--- src/rtl/uart_pkg.sv ---
// uart_pkg
//   Types and constants shared by the UART transmit and receive paths.
//   tx_state_t                 : transmitter frame state
//   UART_DATA_BITS             : data bits per frame (8N1)
//   UART_DEFAULT_CLKS_PER_BIT  : 21.55 MHz system clock / 115200 baud
package uart_pkg;

    typedef enum logic [1:0] {
        IDLE  = 2'd0,
        START = 2'd1,
        DATA  = 2'd2,
        STOP  = 2'd3
    } tx_state_t;

    localparam int UART_DATA_BITS            = 8;
    localparam int UART_DEFAULT_CLKS_PER_BIT = 187;

endpackage

--- src/rtl/uart_tx_fifo_if.sv ---
// uart_tx_fifo_if
//   Bus-side view of the buffered UART transmitter.
//   tx_DI, tx_we, tx_ovf_clr          : master -> transmitter (byte, push strobe, overflow clear)
//   tx_full, tx_empty, tx_count       : queue status
//   tx_busy, tx_overflow              : frame in progress, sticky dropped-push flag
interface uart_tx_fifo_if #(
    parameter int FIFO_DEPTH = 16
);
    import uart_pkg::*;

    logic [UART_DATA_BITS-1:0]   tx_DI;
    logic                        tx_we;
    logic                        tx_ovf_clr;
    logic                        tx_full;
    logic                        tx_empty;
    logic [$clog2(FIFO_DEPTH):0] tx_count;
    logic                        tx_busy;
    logic                        tx_overflow;

    modport master (
        output tx_DI, tx_we, tx_ovf_clr,
        input  tx_full, tx_empty, tx_count, tx_busy, tx_overflow
    );

    modport slave (
        input  tx_DI, tx_we, tx_ovf_clr,
        output tx_full, tx_empty, tx_count, tx_busy, tx_overflow
    );
endinterface

--- src/rtl/uart_fifo.sv ---
// uart_fifo
//   Synchronous FIFO, first-word fall-through: dout always shows the head entry,
//   so a pop consumes dout on the same edge.
//   clk, clear_n : clock, asynchronous active-low reset
//   push, din    : write strobe and data (ignored while full)
//   pop, dout    : read strobe (ignored while empty) and head data
//   full, empty, count : registered occupancy, valid after each edge
module uart_fifo #(
    parameter int WIDTH = 8,
    parameter int DEPTH = 16,
    localparam int AW   = $clog2(DEPTH),
    localparam int CW   = AW + 1
) (
    input  logic             clk,
    input  logic             clear_n,
    input  logic             push,
    input  logic [WIDTH-1:0] din,
    input  logic             pop,
    output logic [WIDTH-1:0] dout,
    output logic             full,
    output logic             empty,
    output logic [CW-1:0]    count
);

    logic [WIDTH-1:0] mem [DEPTH];
    logic [AW-1:0]    wr_ptr_reg, rd_ptr_reg;
    logic [CW-1:0]    count_reg, count_next;
    logic             full_reg, empty_reg;
    logic             push_ok, pop_ok;

    assign push_ok = push && !full_reg;
    assign pop_ok  = pop && !empty_reg;

    always_comb begin
        count_next = count_reg;
        case ({push_ok, pop_ok})
            2'b10:   count_next = count_reg + 1'b1;
            2'b01:   count_next = count_reg - 1'b1;
            default: count_next = count_reg;
        endcase
    end

    // Storage carries no reset; only pointers and flags define its contents.
    always_ff @(posedge clk) begin
        if (push_ok)
            mem[wr_ptr_reg] <= din;
    end

    // DEPTH is a power of two, so pointers wrap naturally.
    always_ff @(posedge clk or negedge clear_n) begin
        if (!clear_n) begin
            wr_ptr_reg <= '0;
            rd_ptr_reg <= '0;
            count_reg  <= '0;
            full_reg   <= 1'b0;
            empty_reg  <= 1'b1;
        end else begin
            if (push_ok) wr_ptr_reg <= wr_ptr_reg + 1'b1;
            if (pop_ok)  rd_ptr_reg <= rd_ptr_reg + 1'b1;
            count_reg <= count_next;
            full_reg  <= (count_next == CW'(DEPTH));
            empty_reg <= (count_next == '0);
        end
    end

    assign dout  = mem[rd_ptr_reg];
    assign full  = full_reg;
    assign empty = empty_reg;
    assign count = count_reg;

endmodule

--- src/rtl/uart_tx_fifo.sv ---
// uart_tx_fifo
//   Buffered 8N1 transmitter: queued bytes are sent LSB first at CLKS_PER_BIT
//   clocks per bit, back-to-back with no idle gap, line idle high.
//   clk           : system clock
//   clear_n       : asynchronous active-low reset (aborts any frame, line high at once)
//   bus           : slave side of uart_tx_fifo_if (push, status, overflow)
//   uart_port_DO  : serial line, driven straight from a flop
module uart_tx_fifo
    import uart_pkg::*;
#(
    parameter int CLKS_PER_BIT = UART_DEFAULT_CLKS_PER_BIT,
    parameter int FIFO_DEPTH   = 16
) (
    input  logic           clk,
    input  logic           clear_n,
    uart_tx_fifo_if.slave  bus,
    output logic           uart_port_DO
);

    localparam int BW = $clog2(CLKS_PER_BIT);
    localparam int CW = $clog2(FIFO_DEPTH) + 1;

    tx_state_t                 state_reg, state_next;
    logic [BW-1:0]             baud_reg, baud_next;
    logic [2:0]                bit_idx_reg, bit_idx_next;
    logic [UART_DATA_BITS-1:0] shift_reg, shift_next;
    logic                      line_reg, line_next;
    logic                      overflow_reg;
    logic                      baud_end;
    logic                      pop;
    logic                      fifo_full, fifo_empty;
    logic [UART_DATA_BITS-1:0] fifo_head;
    logic [CW-1:0]             fifo_count;

    uart_fifo #(
        .WIDTH (UART_DATA_BITS),
        .DEPTH (FIFO_DEPTH)
    ) u_fifo (
        .clk     (clk),
        .clear_n (clear_n),
        .push    (bus.tx_we),
        .din     (bus.tx_DI),
        .pop     (pop),
        .dout    (fifo_head),
        .full    (fifo_full),
        .empty   (fifo_empty),
        .count   (fifo_count)
    );

    assign baud_end = (baud_reg == BW'(CLKS_PER_BIT - 1));

    // State register
    always_ff @(posedge clk or negedge clear_n) begin
        if (!clear_n) begin
            state_reg   <= IDLE;
            baud_reg    <= '0;
            bit_idx_reg <= '0;
            shift_reg   <= '0;
            line_reg    <= 1'b1;
        end else begin
            state_reg   <= state_next;
            baud_reg    <= baud_next;
            bit_idx_reg <= bit_idx_next;
            shift_reg   <= shift_next;
            line_reg    <= line_next;
        end
    end

    // Next-state logic. Pops rely on the registered empty flag, so a byte pushed
    // into an empty queue is only seen one edge later.
    always_comb begin
        state_next   = state_reg;
        baud_next    = baud_end ? '0 : baud_reg + 1'b1;
        bit_idx_next = bit_idx_reg;
        shift_next   = shift_reg;
        pop          = 1'b0;
        case (state_reg)
            IDLE: begin
                baud_next = '0;
                if (!fifo_empty) begin
                    pop        = 1'b1;
                    shift_next = fifo_head;
                    state_next = START;
                end
            end
            START: begin
                if (baud_end) begin
                    state_next   = DATA;
                    bit_idx_next = '0;
                end
            end
            DATA: begin
                if (baud_end) begin
                    shift_next = shift_reg >> 1;
                    if (bit_idx_reg == 3'(UART_DATA_BITS - 1))
                        state_next = STOP;
                    else
                        bit_idx_next = bit_idx_reg + 1'b1;
                end
            end
            STOP: begin
                if (baud_end) begin
                    // Chain straight into the next start bit when more data waits.
                    if (!fifo_empty) begin
                        pop        = 1'b1;
                        shift_next = fifo_head;
                        state_next = START;
                    end else begin
                        state_next = IDLE;
                    end
                end
            end
            default: state_next = IDLE;
        endcase
    end

    // Output logic: the line level is computed from the upcoming state so the
    // flop presents it on the same edge the state changes.
    always_comb begin
        line_next = 1'b1;
        case (state_next)
            START:   line_next = 1'b0;
            DATA:    line_next = shift_next[0];
            default: line_next = 1'b1;
        endcase
        bus.tx_busy = (state_reg != IDLE);
    end

    // A dropped push takes priority over a clear in the same cycle.
    always_ff @(posedge clk or negedge clear_n) begin
        if (!clear_n)
            overflow_reg <= 1'b0;
        else if (bus.tx_we && fifo_full)
            overflow_reg <= 1'b1;
        else if (bus.tx_ovf_clr)
            overflow_reg <= 1'b0;
    end

    assign bus.tx_full     = fifo_full;
    assign bus.tx_empty    = fifo_empty;
    assign bus.tx_count    = fifo_count;
    assign bus.tx_overflow = overflow_reg;
    assign uart_port_DO    = line_reg;

endmodule

--- src/flat_wrapper.sv ---
// flat-port wrapper written by rule: the top's interface ports become plain ports
module uart_tx_fifo_flat import uart_pkg::*;
#(
    parameter int CLKS_PER_BIT = UART_DEFAULT_CLKS_PER_BIT,
    parameter int FIFO_DEPTH   = 16
)
  (clk, clear_n, uart_port_DO, bus_tx_DI, bus_tx_we, bus_tx_ovf_clr, bus_tx_full, bus_tx_empty, bus_tx_count, bus_tx_busy, bus_tx_overflow);
  uart_tx_fifo_if #(.FIFO_DEPTH(FIFO_DEPTH)) bus_i ();
  input  logic clk;
  input  logic clear_n;
  output logic uart_port_DO;
  input wire logic [$bits(bus_i.tx_DI)-1:0] bus_tx_DI;
  input wire logic [$bits(bus_i.tx_we)-1:0] bus_tx_we;
  input wire logic [$bits(bus_i.tx_ovf_clr)-1:0] bus_tx_ovf_clr;
  output wire logic [$bits(bus_i.tx_full)-1:0] bus_tx_full;
  output wire logic [$bits(bus_i.tx_empty)-1:0] bus_tx_empty;
  output wire logic [$bits(bus_i.tx_count)-1:0] bus_tx_count;
  output wire logic [$bits(bus_i.tx_busy)-1:0] bus_tx_busy;
  output wire logic [$bits(bus_i.tx_overflow)-1:0] bus_tx_overflow;
  assign bus_i.tx_DI = bus_tx_DI;
  assign bus_i.tx_we = bus_tx_we;
  assign bus_i.tx_ovf_clr = bus_tx_ovf_clr;
  assign bus_tx_full = bus_i.tx_full;
  assign bus_tx_empty = bus_i.tx_empty;
  assign bus_tx_count = bus_i.tx_count;
  assign bus_tx_busy = bus_i.tx_busy;
  assign bus_tx_overflow = bus_i.tx_overflow;
  uart_tx_fifo #(.CLKS_PER_BIT(CLKS_PER_BIT), .FIFO_DEPTH(FIFO_DEPTH)) u_core (.clk(clk), .clear_n(clear_n), .bus(bus_i), .uart_port_DO(uart_port_DO));
endmodule
--- config.mk ---
export PLATFORM = sky130hd
export DESIGN_NAME = uart_tx_fifo_flat
export DESIGN_NICKNAME = d
export VERILOG_FILES = /design/src/rtl/uart_pkg.sv /design/src/rtl/uart_tx_fifo_if.sv /design/src/rtl/uart_fifo.sv /design/src/rtl/uart_tx_fifo.sv /design/src/flat_wrapper.sv
export SDC_FILE = /design/constraint.sdc
export NUM_CORES = 1
export LEC_CHECK = 0
export CAP_MARGIN = 20
export CORE_MARGIN = 2
export CORE_UTILIZATION = 48
export CTS_CLUSTER_SIZE = 10
export DETAILED_ROUTE_END_ITERATION = 8
export DONT_BUFFER_PORTS = 1
export PLACE_DENSITY_LB_ADDON = 0.05
export SYNTH_ARGS = -nofsm -noshare
export SYNTH_HDL_FRONTEND = slang
export SYNTH_SLANG_ARGS = --single-unit
--- constraint.sdc ---
create_clock -name clk -period 8.2 [get_ports clk]
set_input_delay 1.64 -clock clk [delete_from_list [all_inputs] [get_ports clk]]
set_output_delay 1.64 -clock clk [all_outputs]
set_load 0.01 [all_outputs]
* Word-level counts from Yosys, hierarchy flattened
Memory sizes are Yosys's and may differ from the RTL's. Cells that the tools add are included. Widths: inputs -> output; s select.
Operators by class: $add $sub $neg 6, equal/unequal tests 14, muxes and demuxes 26, reduce and logical (&&, ||, !) cells 13
Operators by type and width (count):
- $mux 8 | 5
- $pmux 8 s3 | 1
- $mux 2 | 5
- $pmux 5 s2 | 1
- $mux 3 | 3
- $add 4x1->4 const B | 2
- $add 8x1->8 const B | 1
- $eq 2x2->1 const B | 4
- $eq 8x8->1 const B | 1
- $pmux 2 s4 | 1
- $mux 1 | 7
- $eq 2x1->1 const B | 3
- $ne 2x1->1 const B | 3
- $pmux 3 s2 | 1
- $reduce_bool 2->1 | 3
- $add 5x1->5 const B | 1
- $eq 5x5->1 const B | 1
- $logic_not 5->1 | 1
- $sub 5x1->5 const B | 1
- $pmux 1 s2 | 2
- $reduce_and 4->1 | 1
- $add 3x1->3 const B | 1
- $eq 3x3->1 const B | 1
- $logic_and 1x1->1 | 3
- other kinds (5) | 6
Storage, ports and cells: register bits 38, bits in writable memories 128, input bits 12, output and inout port bits 10, word-level logic and storage cells 72, memories kept 1
Memory list:
- u_core.u_fifo.mem | depth 16, width 8, read ports 1, clocked after Yosys merged registers in 0, wr ports 1, RTL line uart_fifo.sv:25 | logic [WIDTH-1:0] mem [DEPTH];

* Longest topological paths before layout
depth after elaboration 7, depth in mapped cells 14, depth with buffers taken out 13

* Hierarchy
From an unflattened synthesis, not the netlist that was laid out.
Second synthesis, totals: cell total of the unflattened synthesis 417, area, all modules 7144.4 um2
Modules (own cells, without submodules):
- uart_fifo | instances 1, cells each 276, area an instance 5761.8 um2, sequential area each 4220.3 um2
- uart_tx_fifo | instances 1, cells each 141, area an instance 1382.6 um2, sequential area each 576.8 um2

* Least setup slack after synthesis
OpenSTA, ideal clock, no wires.
kind input-to-reg, from input bus_tx_we, to register u_core.u_fifo.empty_reg, in the netlist u_core.u_fifo.empty, library setup time 0.078 ns, arrival 3.685 ns, data required time 8.122 ns, setup slack 4.437 ns, cell stages on the path 10, buffers on the path 1, path through nor2b_1 -> clkbuf_1 -> inv_1 -> ha_1 -> ha_1 -> nor2b_1 -> o21ai_0 -> a21oi_1 -> or4_1 -> and3b_1
On the way: cells in the longest elaborated chain, start to end 4, elaborated cells on any way between the ends 5, those cells by class eq/ne: 2; mux: 1; reduce/logical: 2
RTL lines:
- from (decl) | RTL line flat_wrapper.sv:13 | input wire logic [$bits(bus_i.tx_we)-1:0] bus_tx_we;
- $logic_and 1x1->1 * | RTL line uart_fifo.sv:31 | assign push_ok = push && !full_reg;
- $eq 2x1->1 or $eq 2x2->1 (tied branches) | RTL line uart_fifo.sv:36 | case ({push_ok, pop_ok})
- $pmux 5 s2 * | RTL line uart_fifo.sv:36
- $logic_not 5->1 * | RTL line uart_fifo.sv:62 | empty_reg <= (count_next == '0);
- to (signal assigned) | RTL line uart_fifo.sv:62
- to (decl) | RTL line uart_fifo.sv:28 | logic full_reg, empty_reg;
Mark *: on every way between the ends. The rest lies on a longest branch, timed or not. A chain may end at the register's enable or synchronous reset.

* Worst setup path in the final report
Same ends and word-level chain as after synthesis.

==> metrics.txt <==
GRT overflow 0; cell taking the most area after synthesis edfxtp_1; CP Class input port to flop; Mapped Nets around 450; CTS tree done; crit path launch type input port; initial DRC count 246; Nets 447; layout cells sized above 1 16.1%; DR WL/cell 21.5 microns; Setup violations, final 0; clk_lat worst skew between 0.4 and 0.5 ns; max_slew headroom 57.1%; hpwl dp 8.59 mm; row cnt 44; Final Power 2.64 mW; # clock sinks roughly 170; Power Density 339 nW/um^2; most frequent cells after synthesis edfxtp_1 (128), dfrtp_1 (36), mux4_2 (21), ha_1 (18); Worst Reg-to-Reg Cells 12; pre-CTS setup slack 4.18 ns; Initial Util 49.0%; FF+latch count, synth 166; antenna violations before repair 0; outcome finished clean; Routed WL 13.2 mm; final setup skew 0.0105 ns; post-synthesis async set-or-reset flop share 22.9%; hold path start u_core.baud_reg[0]; Reg-to-Reg End u_core.u_fifo.empty; CP endpoint kind flop; Syn Inst Count 414; count leader, synth edfxtp_1; r2r setup slk about 4.7 ns; Clock transition at path regs 0.06 ns; Worst Path Arrival 3.94 ns; number of distinct library cells after synthesis 56; Yosys top cell area share between 50% and 60%; Placement Cell Area 7250 sq um; Post-synth top flop edfxtp_1; Multi-input gate area around 2100 sq um; Sequential Area 4800 sq um; gr usage total between 10% and 20%; CTS Buf Count 17; finished layout cell area 7790 sq um; antenna cell count 0; Post-CTS Resized 0; worst hold path endpoint u_core.baud_reg[0]; I/O pin total 22; CTS Hold Bufs 0; sequential-to-total area share from yosys stat between 60 and 70%; vias in the first global route 3582; CP Max Fanout 8; setup ws final about 4.6 ns; chip height 126 microns; routability cong. 0.729; TritonRoute pass-1 iters 4; hold crit path type flop to flop; Post-CTS Setup Bufs 0; pins over their slew limit 0; Buffers on Ports 0; Worst-Margin Slew 0.644 ns; hold depth 1; Critical Path RT around 8.6 ns; Tmin final 3.58 ns; count of final hold-check violations 0; CP Launch Point bus_tx_we; achievable clock frequency 279 MHz; fin crit share roughly 44%; die area 15800 sq um; global-route wire length before repair 20.9 mm; Die X 126 microns; syn_area_per_cell 17.2 sq um; P_leak 2.75 nW; Area Overhead vs Synth 9.31%; largest net degree at the start of global routing 39; Root Buffer clkbuf_16; Max Cap Viol 0; setup TNS 0 ns; CTS H-tree depth 4; Peak supply drop between 0.15 and 0.2 mV; top cells by area, synth edfxtp_1 (54%), dfrtp_1 (13%), mux4_2 (6.6%), mux4_1 (5.9%), ha_1 (3.2%); max reg flops between 100 and 150; vias per cell ~5.8; number of enable flip-flop cells after synthesis 128; Crit Reg-Reg Startpoint u_core.state_reg[1]; DRC viols 0; Clock Path Buffers 2; core area between 10000 and 15000 sq um; # fillers 1161; Post-Syn Area 7120 sq um; RSZ-0062 raised after global routing no; Final ANT Viol Nets 0; Via Count 3535; Yosys Warn Count 0
-- metrics by stage --
step                hold slack [ns]  utilization [%]  instances
floorplan                     0.451                -        414
global placement              0.475             49.9        581
detailed placement            0.489             49.9        581
CTS                           0.497             53.6        612
global route                  0.524             53.6        612
finish                        0.497             53.6        612
-- cell usage in the layout (no fill, tap or decap), types with 5 or more instances in the layout --
master | synthesis | final
a21oi_1 | 9 | 9
a22o_1 | 5 | 5
a22oi_1 | 6 | 6
and2_1 | 16 | 16
and3_1 | 5 | 5
clkbuf_16 | 0 | 17
clkinv_1 | 6 | 7
clkinv_2 | 0 | 6
dfrtp_1 | 36 | 35
edfxtp_1 | 128 | 128
ha_1 | 18 | 18
inv_1 | 14 | 14
mux4_1 | 16 | 16
mux4_2 | 21 | 21
nand2_1 | 11 | 11
nand3_1 | 6 | 6
nor2_1 | 13 | 13
nor3_1 | 10 | 10
o21ai_0 | 12 | 12
o21ai_1 | 6 | 6
xnor2_1 | 9 | 9
xor2_1 | 5 | 5
-- cells by family (layout without fill, tap and decap cells) --
family                     Yosys count  count (layout)  share of synthesized area [%]
xor gates and xnor gates            14              14                           1.72
and+or+nand+nor                     74              74                           5.66
adders and majority gates           19              19                           3.44
muxes                               43              43                           13.5
buffers and inverters               40              54                           2.81
AOI/OAI and AO/OA                   58              58                           5.57
DFF                                166             166                           67.3
-- area by class of cell --
type                            count  share of cell area (%)
Inverter                           21                    1.01
Sequential cell                   166                    61.6
Clock inverter                     14                    1.45
Timing Repair Buffer                2                   0.193
Clock buffer                       17                    5.46
Multi-Input combinational cell    208                    27.3
Tap cell                          184                    2.96
-- layer usage --
| metal | track usage [%] | vias to the layer above | wire length [microns] |
|---|---|---|---|
| met5 | 0 | - | 0 |
| met4 | 5.62 | 0 | 172 |
| met3 | 4.21 | 13 | 451 |
| met2 | 27.5 | 59 | 6230 |
| met1 | 25.5 | 1829 | 6330 |
| li1 | - | 1634 | - |
-- power by group --
| group | leakage, nW | switching [mW] | internal (mW) |
|---|---|---|---|
| Combinational | 0.847 | 0.409 | 0.353 |
| Sequential | 1.64 | 0.101 | 1.05 |
| Clock | 0.262 | 0.316 | 0.412 |
| Total | 2.75 | 0.826 | 1.81 |
-- worst max-delay path, cell delays in order --
cell and delay (ns):
nor2b_1 0.39, inv_1 0.14, ha_1 0.29, ha_1 0.33
nor2b_1 0.14, o21ai_0 0.18, a21oi_1 0.11, or4_1 0.52
and3b_1 0.19
-- how the worst max path moves through the flow --
stage | to | slack (ns)
floorplan | u_core.u_fifo.empty | 4.44
CTS | u_core.u_fifo.empty | 4.63
finish | u_core.u_fifo.empty | 4.62
detailed placement | u_core.u_fifo.empty | 4.18
global placement | u_core.u_fifo.empty | 4.23
global route | u_core.u_fifo.full | 4.30
Power figures use the tool's default switching activity.
